===== src/rtl/pwm_pkg.sv =====
// pwm_pkg: shared types for the multi-channel PWM block (counting modes,
// counter direction) plus a small decode helper for the raw mode field.
package pwm_pkg;

  // Counting modes; the reserved encoding behaves exactly like PWM_UP.
  typedef enum logic [1:0] {
    PWM_UP   = 2'd0,
    PWM_DOWN = 2'd1,
    PWM_UPDN = 2'd2,
    PWM_RSVD = 2'd3
  } pwm_mode_t;

  // Direction of the shared counter; only meaningful in PWM_UPDN.
  typedef enum logic {
    DIR_UP   = 1'b0,
    DIR_DOWN = 1'b1
  } pwm_dir_t;

  // Decode the two-bit mode request into the enum type.
  function automatic pwm_mode_t to_mode(input logic [1:0] raw);
    return pwm_mode_t'(raw);
  endfunction

endpackage


===== src/rtl/pwm_timebase.sv =====
// pwm_timebase: shared counter for all PWM channels. Produces the counter
// value, tracks the up/down direction for centre-aligned mode and flags the
// period boundary cycle. When the owner reloads the active set on a boundary
// (xfer), the next counter value is taken from the incoming set so the new
// period starts cleanly.
module pwm_timebase
  import pwm_pkg::*;
#(
  parameter int W = 16
) (
  input  logic         clk50m,
  input  logic         rst,
  input  logic         en,
  input  pwm_mode_t    mode_a,
  input  logic [W-1:0] per_a,
  input  logic         xfer,
  input  pwm_mode_t    mode_s,
  input  logic [W-1:0] per_s,
  output logic [W-1:0] cnt,
  output logic         bnd
);

  localparam logic [W-1:0] ZERO = {W{1'b0}};
  localparam logic [W-1:0] ONE  = {{(W-1){1'b0}}, 1'b1};

  pwm_dir_t     dir;
  pwm_dir_t     dir_nxt;
  logic [W-1:0] cnt_nxt;
  logic [W-1:0] top_a;   // last count value of the active period (P-1)
  logic [W-1:0] top_s;   // last count value of the staged period

  // Top-of-count for active and staged periods; a zero period acts as one.
  always_comb begin
    if (per_a == ZERO) begin
      top_a = ZERO;
    end else begin
      top_a = per_a - ONE;
    end
    if (per_s == ZERO) begin
      top_s = ZERO;
    end else begin
      top_s = per_s - ONE;
    end
  end

  // Boundary detect for the currently active mode.
  always_comb begin
    bnd = 1'b0;
    case (mode_a)
      PWM_DOWN: bnd = (cnt == ZERO);
      PWM_UPDN: bnd = (top_a == ZERO) || ((dir == DIR_DOWN) && (cnt == ZERO));
      default:  bnd = (cnt >= top_a);
    endcase
  end

  // Next counter value and direction.
  always_comb begin
    cnt_nxt = cnt;
    dir_nxt = dir;
    if (xfer) begin
      // Reload from the staged set: start of the incoming mode's period.
      case (mode_s)
        PWM_DOWN: begin
          cnt_nxt = top_s;
          dir_nxt = DIR_UP;
        end
        PWM_UPDN: begin
          // Staying centre-aligned continues with the rising edge from 0;
          // entering it from another mode restarts at 0.
          if ((mode_a == PWM_UPDN) && (top_s != ZERO)) begin
            cnt_nxt = ONE;
          end else begin
            cnt_nxt = ZERO;
          end
          dir_nxt = DIR_UP;
        end
        default: begin
          cnt_nxt = ZERO;
          dir_nxt = DIR_UP;
        end
      endcase
    end else if (cnt > top_a) begin
      // Counter outside the period: restart as the active mode's start value.
      if (mode_a == PWM_DOWN) begin
        cnt_nxt = top_a;
      end else begin
        cnt_nxt = ZERO;
      end
      dir_nxt = DIR_UP;
    end else begin
      case (mode_a)
        PWM_DOWN: begin
          if (bnd) begin
            cnt_nxt = top_a;
          end else begin
            cnt_nxt = cnt - ONE;
          end
          dir_nxt = DIR_UP;
        end
        PWM_UPDN: begin
          if (top_a == ZERO) begin
            cnt_nxt = ZERO;
            dir_nxt = DIR_UP;
          end else if (dir == DIR_UP) begin
            if (cnt == top_a) begin
              cnt_nxt = cnt - ONE;
              dir_nxt = DIR_DOWN;
            end else begin
              cnt_nxt = cnt + ONE;
              dir_nxt = DIR_UP;
            end
          end else begin
            if (cnt == ZERO) begin
              cnt_nxt = ONE;
              dir_nxt = DIR_UP;
            end else begin
              cnt_nxt = cnt - ONE;
              dir_nxt = DIR_DOWN;
            end
          end
        end
        default: begin
          if (bnd) begin
            cnt_nxt = ZERO;
          end else begin
            cnt_nxt = cnt + ONE;
          end
          dir_nxt = DIR_UP;
        end
      endcase
    end
  end

  // Counter and direction registers; frozen while en is low.
  always_ff @(posedge clk50m or posedge rst) begin
    if (rst) begin
      cnt <= ZERO;
      dir <= DIR_UP;
    end else if (en) begin
      cnt <= cnt_nxt;
      dir <= dir_nxt;
    end
  end

endmodule


===== src/rtl/pwm_multi.sv =====
// pwm_multi: N PWM channels sharing one timebase. Requests are captured into
// a staging set by upd and become active only on a period boundary, so every
// period runs with a consistent mode, period and compare set.
module pwm_multi
  import pwm_pkg::*;
#(
  parameter int W = 16,
  parameter int N = 4
) (
  input  logic           clk50m,
  input  logic           rst,
  input  logic           en,
  input  logic [1:0]     mode,
  input  logic [W-1:0]   per,
  input  logic [N*W-1:0] cmp,
  input  logic           upd,
  output logic [W-1:0]   cnt,
  output logic [N-1:0]   pwm,
  output logic           prd_evt,
  output logic           upd_pend
);

  localparam logic [W-1:0] ZERO = {W{1'b0}};

  pwm_mode_t    mode_s;
  pwm_mode_t    mode_a;
  logic [W-1:0] per_s;
  logic [W-1:0] per_a;
  logic         bnd;
  logic         xfer;

  // Staging moves to active only on an enabled boundary with something pending.
  assign xfer = en & bnd & upd_pend;

  pwm_timebase #(
    .W(W)
  ) u_timebase (
    .clk50m (clk50m),
    .rst    (rst),
    .en     (en),
    .mode_a (mode_a),
    .per_a  (per_a),
    .xfer   (xfer),
    .mode_s (mode_s),
    .per_s  (per_s),
    .cnt    (cnt),
    .bnd    (bnd)
  );

  // Shared staging/active mode and period, pending flag and period event.
  // A transfer and a new capture on the same edge: the transfer takes the
  // old staging values and the pending flag stays set for the new ones.
  always_ff @(posedge clk50m or posedge rst) begin
    if (rst) begin
      mode_s   <= PWM_UP;
      per_s    <= ZERO;
      mode_a   <= PWM_UP;
      per_a    <= ZERO;
      upd_pend <= 1'b0;
      prd_evt  <= 1'b0;
    end else begin
      if (upd) begin
        mode_s <= to_mode(mode);
        per_s  <= per;
      end
      if (xfer) begin
        mode_a <= mode_s;
        per_a  <= per_s;
      end
      if (upd) begin
        upd_pend <= 1'b1;
      end else if (xfer) begin
        upd_pend <= 1'b0;
      end
      prd_evt <= en & bnd;
    end
  end

  // Per-channel compare staging, active compare and registered output.
  for (genvar i = 0; i < N; i++) begin : g_ch
    logic [W-1:0] cmp_s;
    logic [W-1:0] cmp_a;
    logic         pwm_q;

    // Compare registers follow the same capture/transfer rules as the period;
    // the output is high while the counter is below the active compare.
    always_ff @(posedge clk50m or posedge rst) begin
      if (rst) begin
        cmp_s <= ZERO;
        cmp_a <= ZERO;
        pwm_q <= 1'b0;
      end else begin
        if (upd) begin
          cmp_s <= cmp[i*W +: W];
        end
        if (xfer) begin
          cmp_a <= cmp_s;
        end
        if (en) begin
          pwm_q <= (cnt < cmp_a);
        end
      end
    end

    assign pwm[i] = pwm_q;
  end

endmodule


===== config.mk =====
export PLATFORM = sky130hd
export DESIGN_NAME = pwm_multi
export DESIGN_NICKNAME = d
export VERILOG_FILES = /design/src/rtl/pwm_pkg.sv /design/src/rtl/pwm_timebase.sv /design/src/rtl/pwm_multi.sv
export SDC_FILE = /design/constraint.sdc
export NUM_CORES = 1
export LEC_CHECK = 0
export ABC_CLOCK_PERIOD_IN_PS = 10100
export BUFFER_PORTS_ARGS = -buffer_cell sky130_fd_sc_hd__buf_4
export CAP_MARGIN = 10
export CORE_MARGIN = 2
export CORE_UTILIZATION = 50
export DETAILED_ROUTE_END_ITERATION = 10
export GPL_ROUTABILITY_DRIVEN = 1
export PLACE_DENSITY = 0.76
export SETUP_SLACK_MARGIN = 0.1
export SYNTH_ARGS = -nofsm -noshare
export SYNTH_HDL_FRONTEND = slang
export SYNTH_SLANG_ARGS = --single-unit

===== constraint.sdc =====
create_clock -name clk50m -period 10.1 [get_ports clk50m]
set_clock_uncertainty 0.05 [all_clocks]
set_input_delay 2.02 -clock clk50m [delete_from_list [all_inputs] [get_ports clk50m]]
set_output_delay 2.02 -clock clk50m [all_outputs]
set_load 0.1 [all_outputs]

**Word-level counts from Yosys, hierarchy flattened**

Index checks and enable logic that the tools add are counted.

- Flip-flop bits (word level): 187
- Output and inout bits: 22
- Word-level logic and storage cells: 70

- Add/sub/neg operators: 4
- $lt $le $gt $ge: 6
- Eq/ne operators: 5
- Mux-type cells: 24
- Bitwise logic cells: 2
- Reductions and logical operators: 9

Operators by type and width:

| kind | number |
|---|---|
| $mux W16 | 11 |
| $logic_not A16 Y1 | 4 |
| $lt A16 B16 Y1 | 4 |
| $pmux W16 S2 | 2 |
| $sub A16 B1 Y16 const B | 3 |
| $add A16 B1 Y16 const B | 1 |
| $eq A16 B16 Y1 | 1 |
| $ge A16 B16 Y1 | 1 |
| $gt A16 B16 Y1 | 1 |
| $reduce_bool A16 Y1 | 1 |
| $mux W1 | 10 |
| $eq A2 B1 Y1 const B | 2 |
| $eq A2 B2 Y1 const B | 2 |
| $and A1 B1 Y1 | 2 |
| $logic_and A1 B1 Y1 | 2 |
| $pmux W1 S2 | 1 |
| $reduce_bool A2 Y1 | 1 |
| $logic_or A1 B1 Y1 | 1 |

**Depth between registers and ports, before layout**

- Depth after elaboration: 9
- Mapped depth: 20
- Depth with buffers taken out: 18

**Cells and area by module**

From an unflattened synthesis, not the netlist that was laid out.

- Cell total of the unflattened synthesis: 1,123
- Area total of the unflattened synthesis: 11,950.2 sq um

Modules (own cells, without submodules):

| module | instances | cells an instance | area each (sq um) | sequential area each (sq um) |
|---|---|---|---|---|
| pwm_multi | 1 | 582 | 8,209.1 | 4,254.1 |
| pwm_timebase | 1 | 541 | 3,741.1 | 425.4 |

**Worst setup path after synthesis**

No wires, ideal clock.

- Kind: reg2reg
- Start: register per_a[0]
- End: register g_ch[2].cmp_a[0]
- Library setup time: 0.125 ns
- Data arrival time: 4.177 ns
- Setup slack: 5.748 ns
- Cell stages (with the launch flop): 17
- Path through: dfrtp_1 -> clkbuf_1 -> inv_1 -> ha_1 -> nor3b_2 -> nand4_1 -> nor2_1 -> a21o_1 -> ha_1 -> a2111o_1 -> o311ai_0 -> nand4_1 -> and2_1 -> o211ai_2 -> buf_2 -> buf_4 -> mux2_4

- Cells in the longest elaborated chain, start to end: 7

Ends and longest elaborated chain:

| item | RTL line | RTL |
|---|---|---|
| start, declared | pwm_multi.sv:28 | `logic [W-1:0] per_a;` |
| start signal, assigned | pwm_multi.sv:68 | `per_a <= per_s;` |
| $sub A16 B1 Y16 or $logic_not A16 Y1 (tied branches) | pwm_timebase.sv:37, pwm_timebase.sv:34 |  |
| $mux W16 (*) | pwm_timebase.sv:34 | `if (per_a == ZERO) begin` |
| parallel branches: the longest is 2 deep, another holds $ge A16 B16 Y1 | -- |  |
| $pmux W1 S2 (*) | pwm_timebase.sv:49 | `case (mode_a)` |
| $and A1 B1 Y1 (*) (2 in a row) | pwm_multi.sv:33 | `assign xfer = en & bnd & upd_pend;` |
| end signal, assigned | pwm_multi.sv:97 | `cmp_a <= cmp_s;` |
| end, declared | pwm_multi.sv:82 | `logic [W-1:0] cmp_a;` |

Every way passes the cells marked *.
A chain may end at the register's enable or synchronous reset.

**Worst setup path in the final report**

- Start: register per_a[0]
- End: register u_timebase.cnt[9]

- Cells in the longest elaborated chain, start to end: 9

Ends and longest elaborated chain:

| item | RTL line | RTL |
|---|---|---|
| $sub A16 B1 Y16 or $logic_not A16 Y1 (tied branches) | pwm_timebase.sv:37, pwm_timebase.sv:34 |  |
| $mux W16 (*) | pwm_timebase.sv:34 |  |
| parallel branches: the longest is 6 deep, another holds $ge A16 B16 Y1 | -- |  |
| $mux W16 (*) | pwm_timebase.sv:60 | `if (xfer) begin` |
| end signal, assigned | pwm_timebase.sv:140 | `cnt <= cnt_nxt;` |
| end, declared | pwm_timebase.sv:19 | `output logic [W-1:0] cnt,` |

Marks and branches as above.

==> out/qor.csv <==
metric,value,unit
I/O pins,108,
vias in the first global route,9118,
Worst slew margin,23.8,%
Post-Synth Simple-Gate Area,13.5,%
first-pass GRT wire length,53000,µm
"Clk pin slew, worst setup/hold paths",0.08,ns
gr usage total,28.4,%
hold depth,1,
met3 WL,2340,µm
fmax,166,MHz
synthesized flop and latch total,187,
final worst path period share,59.8,%
leak pwr,6.25,nW
CTS root buf,clkbuf_16,
filler instances,2058,
sw power,2.23,mW
Worst Hold End,g_ch[0].cmp_a[14]$_DFFE_PP0P_,
GP Congestion,0.986,
I/O Buffers,107,
CTS Buf Count,17,
Required @ worst endpoint,10.39,ns
Seq pwr share,26.8,%
worst skew pair latency,0.47,ns
Synth warnings,0,
wire length per cell,21.7,µm
"Seq/Total Area, Yosys",39.9,%
Mapped Area,11700,µm²
ys async rst share,100,%
Die Width,157,µm
routed vias/inst,6.04,
worst r2r src,per_a[0]$_DFFE_PP0P_,
ant diodes,0,
crit path capture type,register,
Worst R2R Path Depth,17,
most frequent cells in the layout,"dfrtp_1, buf_4, mux2_2, inv_1, ha_1",
CTS max path bufs,2,
die height,157,µm
ys flop type,dfrtp_1,
H-tree depth,4,
mux share of post-synthesis cell area,16.3,%
Synth cell types,75,
post-CTS setup buffers,0,
Tmin final,6.04,ns
largest net degree at the start of global routing,114,
setup TNS,0,ns
crit path from,per_a[0]$_DFFE_PP0P_,
fin. max-slew vios,0,
"most common cell after layout, fill and taps aside",dfrtp_1,
RR Endpoint,u_timebase.cnt[9]$_DFFE_PP0P_,
wire length on met1,15000,µm
Post-CTS Resized,0,
main combinational cell family by area after synthesis,multiplexers,
CTS tree,built,
Worst Hold Class,reg2reg,
r2r setup slk,4.06,ns
Critical Path AT,6.32,ns
CTS Hold Bufs,0,
Hold Crit Start,g_ch[0].cmp_s[14]$_DFFE_PP0P_,
internal power component,2.36,mW
top sig layer,met4,
Post-Route WL,34000,µm
Final Setup Violations,0,
DP Area,12800,µm²
Slew @ Worst Pin,1.14,ns
Starting Density,50.5,%
Startpoint Class,register,
layout cells sized above 1,26.2,%
Synth Area in Compound Gates,12.2,%
Post-synth EDFFs,0,
routed wl met2,15900,µm
clock share of power,15.5,%
Vias,9474,
post-synthesis average cell area,10.1,µm²
synthesis-to-layout area growth,14.6,%
post-route ant nets,0,
Comb pwr share,57.7,%
nets@finish,1408,
Fin. Hold Viols,0,
top fanout value on the critical path,58,
unrepaired setup endpoints after global routing,false,
power per cell area,341,nW/µm²
kind of critical path,reg2reg,
die area,24700,µm²
total of max-cap violations,0,
remaining global-route overflow,0,
Core ar.,23300,µm²
Synth Instances,1159,
starting DRC count in detailed routing,872,
initial antenna violation count,0,
DP HPWL,24000,µm
first-pass iteration count of the detailed router,6,
DRC,0,
# rows,56,
post-synthesis xor/xnor area fraction,3.51,%
"Net Count, Synth",1330,
final instance area,13400,µm²
Net Sw Frac,48.6,%
Worst VDD drop,0.141,mV
Num Clock Sinks,187,
Synth Area in Adders,9.06,%
status,finished clean,
-- state kept, by name, indices dropped and copies added (netlist names) --
signal / cells
g_ch.cmp_s: 64
g_ch.cmp_a: 64
mode_s: 2
u_timebase.cnt: 16
g_ch.pwm_q: 4
u_timebase.dir: 1
mode_a: 2
per_s: 16
per_a: 16
prd_evt: 1
upd_pend: 1
-- power groups by stage --
stage	Combinational, mW	Sequential [mW]	Clock [mW]
3_3_place_gp	2.55	1.23	0
3_5_place_dp	2.59	1.24	0
6_report	2.65	1.23	0.713
4_1_cts	2.61	1.22	0.714
5_1_grt	2.87	1.26	0.749
2_1_floorplan	1.71	1.37	0
-- critical path: stages, from the launching register on --
cell and delay (ns):
dfrtp_1 0.52, inv_1 0.11, ha_1 0.29, nor3b_2 0.32
nand4_1 0.21, nor2_1 0.39, a21o_1 0.22, ha_1 0.28
a2111o_1 0.41, o311ai_0 0.61, nand4_1 0.16, buf_4 0.27
and2_1 0.24, o211ai_4 0.09, buf_4 0.53, buf_4 0.76
nor3_1 0.14, a211o_1 0.29
-- how the worst max path moves through the flow --
stage | slack, ns | end
after floorplan | 2.94 | g_ch[0].cmp_a[0]$_DFFE_PP0P_
after global placement | 4.31 | u_timebase.cnt[9]$_DFFE_PP0P_
after detailed placement | 4.13 | u_timebase.cnt[9]$_DFFE_PP0P_
after CTS | 4.11 | u_timebase.cnt[9]$_DFFE_PP0P_
after global routing | 3.58 | u_timebase.cnt[9]$_DFFE_PP0P_
final | 4.06 | u_timebase.cnt[9]$_DFFE_PP0P_
-- routing by layer --
| layer | GRT usage, % | up-vias |
|---|---|---|
| met2 | 45.5 | 379 |
| li1 | - | 4314 |
| met3 | 4.49 | 72 |
| met1 | 40.0 | 4709 |
| met4 | 8.27 | 0 |
| met5 | 0 | - |
-- final cells by class --
cell class	instances	area (µm²)	share of cell area (%)
inverter	92	353	2.62
sequential	187	4680	34.8
multi-input combinational	813	6440	47.9
timing repair buffer	126	946	7.03
clock buffer	17	425	3.16
clock inverter	15	210	1.56
tap	319	399	2.97
-- kinds of logic after synthesis --
family          after synthesis
simple gates                306
compound gates              214
flops                       187
mux                         161
buf+inv                     159
fa+ha+maj                    85
xor+xnor                     47
-- Yosys cell counts, types with 8 or more instances --
master    number  area share (%)
nand3_1       34             1.4
or3_1          8            0.43
nand2b_1      14            0.75
a211oi_1       8            0.51
a21o_1        27             1.7
ha_1          85             9.1
mux2_2       119              11
nand2_1       79             2.5
mux2_4        30             3.8
xnor2_1       34             2.5
nor4_1        17            0.91
o21ai_0       49             2.1
inv_1         92             2.9
xor2_1        13            0.97
a21oi_1       42             1.8
buf_2          9            0.38
clkbuf_1      46             1.5
dfrtp_1      187              40
nor2_1        60             1.9
a31oi_1       14            0.75
nand4_1       16            0.85
nor3_1        24             1.0
o22ai_1       16            0.85
-- metrics by stage --
stage | utilization (%) | std cells | power [mW] | hold WS (ns) | worst slack (ns)
2_1_floorplan | - | 1159 | 3.08 | 0.404 | 2.94
3_3_place_gp | 55.1 | 1537 | 3.78 | 0.416 | 4.31
3_5_place_dp | 55.1 | 1537 | 3.82 | 0.429 | 4.13
4_1_cts | 57.8 | 1569 | 4.55 | 0.446 | 4.11
5_1_grt | 57.8 | 1569 | 4.88 | 0.463 | 3.58
6_report | 57.8 | 1569 | 4.59 | 0.444 | 4.06
No activity file was read; power rests on OpenSTA's default activity.
